==> src/rtl/im_pkg.sv <==
// Shared types and constants for the instruction-memory boot loader.
package im_pkg;

  // Loader FSM states, in the order a normal load walks through them.
  typedef enum logic [2:0] {
    IDLE   = 3'd0,
    LEN_LO = 3'd1,
    LEN_HI = 3'd2,
    DATA   = 3'd3,
    WRITE  = 3'd4,
    DONE   = 3'd5,
    ERROR  = 3'd6
  } state_t;

  localparam int IM_WORDS   = 32;
  localparam int WORD_BYTES = 4;
  localparam int INSTR_W    = 32;
  localparam int PC_W       = 16;

endpackage

==> src/rtl/im_word_assembler.sv <==
// Collects stream bytes LSB-first into one instruction word.
module im_word_assembler
  import im_pkg::*;
(
  input  logic               clk,
  input  logic               rst_n,
  input  logic               clear,
  input  logic               accept,
  input  logic [7:0]         byte_data,
  output logic [1:0]         byte_cnt,
  output logic [INSTR_W-1:0] word_next,
  output logic               word_full
);

  logic [INSTR_W-1:0] word_q;

  // Current partial word with the incoming byte dropped into its lane.
  always_comb begin
    word_next = word_q;
    word_next[{byte_cnt, 3'b000} +: 8] = byte_data;
  end

  assign word_full = accept && (byte_cnt == 2'(WORD_BYTES - 1));

  // Byte lane counter wraps to zero after the last byte of each word.
  always_ff @(posedge clk or negedge rst_n) begin
    if (!rst_n) begin
      word_q   <= '0;
      byte_cnt <= '0;
    end else if (clear) begin
      byte_cnt <= '0;
    end else if (accept) begin
      word_q   <= word_next;
      byte_cnt <= byte_cnt + 2'd1;
    end
  end

endmodule

==> src/rtl/im_boot_loader.sv <==
// Streams a length-prefixed program into instruction memory, holding the
// CPU in reset until the last word lands.
//
// Byte handshake: a byte moves on a rising edge where byte_valid and
// byte_ready are both high; byte_ready depends only on the FSM state, never
// on byte_valid, and byte_data is ignored whenever byte_valid is low.
module im_boot_loader
  import im_pkg::*;
#(
  parameter int ADDR_W      = PC_W,
  parameter int MAX_WORDS   = IM_WORDS,
  parameter int TIMEOUT_CYC = 1000000
) (
  input  logic               clk,
  input  logic               rst_n,
  input  logic               start,
  input  logic               byte_valid,
  input  logic [7:0]         byte_data,
  output logic               byte_ready,
  output logic               im_we,
  output logic [ADDR_W-1:0]  im_addr,
  output logic [INSTR_W-1:0] im_wdata,
  output logic               cpu_rst_n,
  output logic               done,
  output logic               err,
  output logic [5:0]         words_loaded,
  output logic [2:0]         dbg_state
);

  localparam int CNT_W = $clog2(TIMEOUT_CYC + 1);

  state_t             state, state_nx;
  logic [15:0]        n_len;
  logic [15:0]        n_full;
  logic [5:0]         word_idx;
  logic [CNT_W-1:0]   idle_cnt;
  logic               accept;
  logic               start_ok;
  logic               counting;
  logic               timeout;
  logic               last_word;
  logic [1:0]         byte_cnt;
  logic [INSTR_W-1:0] word_next;
  logic               word_full;

  assign accept    = byte_valid && byte_ready;
  assign start_ok  = start && (state == IDLE || state == DONE || state == ERROR);
  assign counting  = (state == LEN_LO) || (state == LEN_HI) || (state == DATA);
  assign timeout   = counting && !accept && (idle_cnt == CNT_W'(TIMEOUT_CYC - 1));
  assign n_full    = {byte_data, n_len[7:0]};
  assign last_word = (({10'd0, word_idx} + 16'd1) == n_len);
  assign dbg_state = state;

  im_word_assembler u_asm (
    .clk       (clk),
    .rst_n     (rst_n),
    .clear     (start_ok),
    .accept    (accept && (state == DATA)),
    .byte_data (byte_data),
    .byte_cnt  (byte_cnt),
    .word_next (word_next),
    .word_full (word_full)
  );

  // State register.
  always_ff @(posedge clk or negedge rst_n) begin
    if (!rst_n) state <= IDLE;
    else        state <= state_nx;
  end

  // Next-state: length header, word bytes, one write cycle per word.
  always_comb begin
    state_nx = state;
    case (state)
      IDLE:   if (start) state_nx = LEN_LO;
      LEN_LO: begin
        if (accept)       state_nx = LEN_HI;
        else if (timeout) state_nx = ERROR;
      end
      LEN_HI: begin
        if (accept) begin
          if (n_full == 16'd0)                    state_nx = DONE;
          else if (n_full > 16'(MAX_WORDS))       state_nx = ERROR;
          else                                    state_nx = DATA;
        end else if (timeout) begin
          state_nx = ERROR;
        end
      end
      DATA: begin
        if (word_full)    state_nx = WRITE;
        else if (timeout) state_nx = ERROR;
      end
      WRITE:  state_nx = last_word ? DONE : DATA;
      DONE:   if (start) state_nx = LEN_LO;
      ERROR:  if (start) state_nx = LEN_LO;
      default: state_nx = IDLE;
    endcase
  end

  // Outputs decoded purely from the current state.
  always_comb begin
    byte_ready = (state == LEN_LO) || (state == LEN_HI) || (state == DATA);
    im_we      = (state == WRITE);
    done       = (state == DONE);
    err        = (state == ERROR);
    cpu_rst_n  = (state == DONE);
  end

  // Length latch, word index, write port registers and idle timer.
  always_ff @(posedge clk or negedge rst_n) begin
    if (!rst_n) begin
      n_len        <= '0;
      word_idx     <= '0;
      words_loaded <= '0;
      idle_cnt     <= '0;
      im_addr      <= '0;
      im_wdata     <= '0;
    end else if (start_ok) begin
      word_idx     <= '0;
      words_loaded <= '0;
      idle_cnt     <= '0;
    end else begin
      if (accept)        idle_cnt <= '0;
      else if (counting) idle_cnt <= idle_cnt + 1'b1;
      if (state == LEN_LO && accept) n_len[7:0]  <= byte_data;
      if (state == LEN_HI && accept) n_len[15:8] <= byte_data;
      // Address and data are captured with the 4th byte so the write
      // presents them the very next cycle and they hold afterwards.
      if (word_full) begin
        im_addr  <= ADDR_W'({word_idx, 2'b00});
        im_wdata <= word_next;
      end
      if (state == WRITE) begin
        word_idx     <= word_idx + 6'd1;
        words_loaded <= words_loaded + 6'd1;
      end
    end
  end

endmodule

==> config.mk <==
export PLATFORM = sky130hd
export DESIGN_NAME = im_boot_loader
export DESIGN_NICKNAME = d
export VERILOG_FILES = /design/src/rtl/im_pkg.sv /design/src/rtl/im_word_assembler.sv /design/src/rtl/im_boot_loader.sv
export SDC_FILE = /design/constraint.sdc
export NUM_CORES = 1
export LEC_CHECK = 0
export BUFFER_PORTS_ARGS = -buffer_cell sky130_fd_sc_hd__buf_2
export CAP_MARGIN = 20
export CELL_PAD_IN_SITES_DETAIL_PLACEMENT = 2
export CELL_PAD_IN_SITES_GLOBAL_PLACEMENT = 2
export CORE_MARGIN = 1.5
export CORE_UTILIZATION = 42
export DETAILED_ROUTE_END_ITERATION = 12
export PLACE_DENSITY_LB_ADDON = 0.1
export SLEW_MARGIN = 20
export SYNTH_ARGS = -nofsm -noshare
export SYNTH_HDL_FRONTEND = slang
export SYNTH_HIERARCHICAL = 1
export SYNTH_SLANG_ARGS = --single-unit
export TNS_END_PERCENT = 50
==> constraint.sdc <==
create_clock -name clk -period 6.8 [get_ports clk]
set_input_delay 1.02 -clock clk [delete_from_list [all_inputs] [get_ports clk]]
set_output_delay 1.02 -clock clk [all_outputs]
set_load 0.01 [all_outputs]
==> flow_metrics.env <==
export IMPL_grt_usage_pct=23.15
export IMPL_tns_ns=0
export IMPL_clockRootBuffer="clkbuf_16"
export IMPL_drcViolationCount=0
export IMPL_grt_overflow_total=0
export IMPL_dieWidth_um=125.2
export IMPL_antenna_found_initial=0
export IMPL_cts_max_level=4
export IMPL_viasPerCell=5.666
export IMPL_postCtsHoldBufs=0
export IMPL_relSlewSlack_pct=44.58
export IMPL_rsz0062_at_grt="false"
export IMPL_startpoint_type="flop"
export IMPL_synth_ff_type="dfrtp_1"
export IMPL_initial_core_util_pct=43.02
export IMPL_synth_edf_count=0
export IMPL_synth_top_area_cell="dfrtp_1"
export IMPL_path_max_fanout=12
export IMPL_cts_sink_count=123
export IMPL_fin_crit_sh_pct=44.21
export IMPL_grt_pass1_wl_mm=28.35
export IMPL_powerDensity_nw_per_um2=396.5
export IMPL_end_kind="primary output"
export IMPL_clock_latency_ns=0.42
export IMPL_insertedDiodeCount=0
export IMPL_final_max_slew_violation_count=0
export IMPL_layout_common_cells="dfrtp_1, mux2_2, buf_2, nor2_1"
export IMPL_whs_ns=0.4910
export IMPL_nets=611
export IMPL_crit_required_ns=5.78
export IMPL_status="finished, final reports clean"
export IMPL_synth_avg_cell_area_um2=11.62
export IMPL_fmax_mhz=332.7
export IMPL_finClkSkew_ns=0.006245
export IMPL_maxCapViolCount=0
export IMPL_vias=4465
export IMPL_hp_class="flop to flop"
export IMPL_io_pins=74
export IMPL_setup_violations=0
export IMPL_worstMarginPinSlew_ns=0.8312
export IMPL_coreArea_um2=14590
export IMPL_final_common_cell="dfrtp_1"
export IMPL_gp_congestion=0.7682
export IMPL_hold_depth=1
export IMPL_ys_types=69
export IMPL_r2r_cells=6
export IMPL_grt_pass1_vias=5025
export IMPL_cts_tree="built"
export IMPL_die_area_um2=15690
export IMPL_grt_start_max_net_pins=65
export IMPL_yosys_warnings=6
export IMPL_path_clk_slew_ns=0.05
export IMPL_synth_area_top_cells="dfrtp_1, mux2_2, a32o_1, xor2_1, nor2_1"
export IMPL_place_port_buffers=63
export IMPL_cts_inserted_buffers=17
export IMPL_wirelength_mm=17.11
export IMPL_ir_drop_mv=0.1839
export IMPL_detail_route_antenna_nets=0
export IMPL_yosys_area_top_type_share_pct=49.04
export IMPL_async_reset_ff_share_pct=100.0
export IMPL_crit_type="flop to primary output"
export IMPL_first_iter_violations=203
export IMPL_routedWlPerCell_um=21.71
export IMPL_min_period_ns=3.006
export IMPL_dpl_hpwl_mm=10.79
export IMPL_hold_viol=0
export IMPL_rows=44
export IMPL_post_cts_buffers=0
export IMPL_syn_inst=540
export IMPL_cp_arrival_ns=1.99
export IMPL_ctsResizeCount=0
export IMPL_syn2layout_area_growth_pct=15.93
export IMPL_layout_drive_gt1_share_pct=30.96
export IMPL_syn_area_um2=6276
export IMPL_leakage_nw=3.480
export IMPL_cts_buffer_depth=2
export IMPL_die_height_um=125.2
export IMPL_dr_pass1_iters=4
export IMPL_ys_seq_area_share_pct=49.04
export IMPL_synth_seq_cells=123
==> layout make-up <==
class / count / area (um2)
fillers: 1454 / 7313
flip-flops and latches: 123 / 3078
multi-input cells: 360 / 2890
clock buffers: 25 / 495.5
repair buffers: 66 / 360.3
well taps: 184 / 230.2
clock inverters: 7 / 135.1
inverters: 23 / 86.33
==> routing by layer <==
metal | GRT usage, % | vias up | wire [um]
met4 | 7.487 | 0 | 242
li1 | - | 2039 | -
met5 | 0 | - | 0
met2 | 37.90 | 67 | 8604
met3 | 4.450 | 17 | 476
met1 | 31.15 | 2342 | 7784
==> cell families after synthesis <==
kind of cell,share of synthesized area [%]
muxes,12.82
other,0.05975
adders and majority gates,1.754
AOI/OAI and AO/OA,11.62
buffers and inverters,5.582
DFF,49.04
xor gates and xnor gates,4.745
and+or+nand+nor,14.37
==> worst paths after layout <==
path,slack (ns),end,start
setup / recovery,3.79,im_we,dbg_state[0]
hold / removal,0.49,u_asm/word_q[15],u_asm/word_q[15]
setup reg to reg,4.02,im_wdata[1],dbg_state[1]
hold reg to reg,0.49,u_asm/word_q[15],u_asm/word_q[15]
max in group asynchronous,4.76,idle_cnt[6],rst_n
min in group asynchronous,0.67,u_asm/word_q[7],rst_n
==> flip-flops by register name, summed over array words and instances (netlist names) <==
register / flops
u_asm/word_q: 32
dbg_state: 3
words_loaded: 6
im_addr: 6
u_asm/byte_cnt: 2
word_idx: 6
im_wdata: 32
idle_cnt: 20
n_len: 16
==> synthesized netlist by cell type (9+ instances only) <==
master	n
a22o_1	9
xnor2_1	13
nor2_1	41
nand3_1	11
xor2_1	21
mux2_2	67
nand3b_1	9
nand2_1	23
buf_2	13
dfrtp_1	123
inv_1	22
buf_4	15
a32o_1	23
==> worst max-delay path: stages (launching register included) <==
cell and delay [ns]:
dfrtp_1 0.51, inv_1 0.25, nand3_1 0.17, inv_1 0.40, buf_2 0.22
==> report_power, final <==
part	internal (mW)	switching [mW]	total [mW]
clock	0.651	0.324	0.974
sequential	0.886	0.150	1.04
combinational	0.367	0.508	0.875
==> stage by stage <==
stage | cell area (um2) | std cells | setup slack (ns) | utilization, % | power, mW
2_1_floorplan | 6310 | 549 | 4.198 | - | 1.683
3_3_place_gp | 6616 | 755 | 3.491 | 45.35 | 1.852
3_5_place_dp | 6616 | 755 | 3.313 | 45.35 | 1.910
4_1_cts | 7247 | 787 | 3.499 | 49.67 | 2.913
5_1_grt | 7276 | 788 | 3.636 | 49.87 | 3.048
6_report | 7276 | 788 | 3.794 | 49.87 | 2.885
Note: power is estimated with default switching activity, not from simulation.
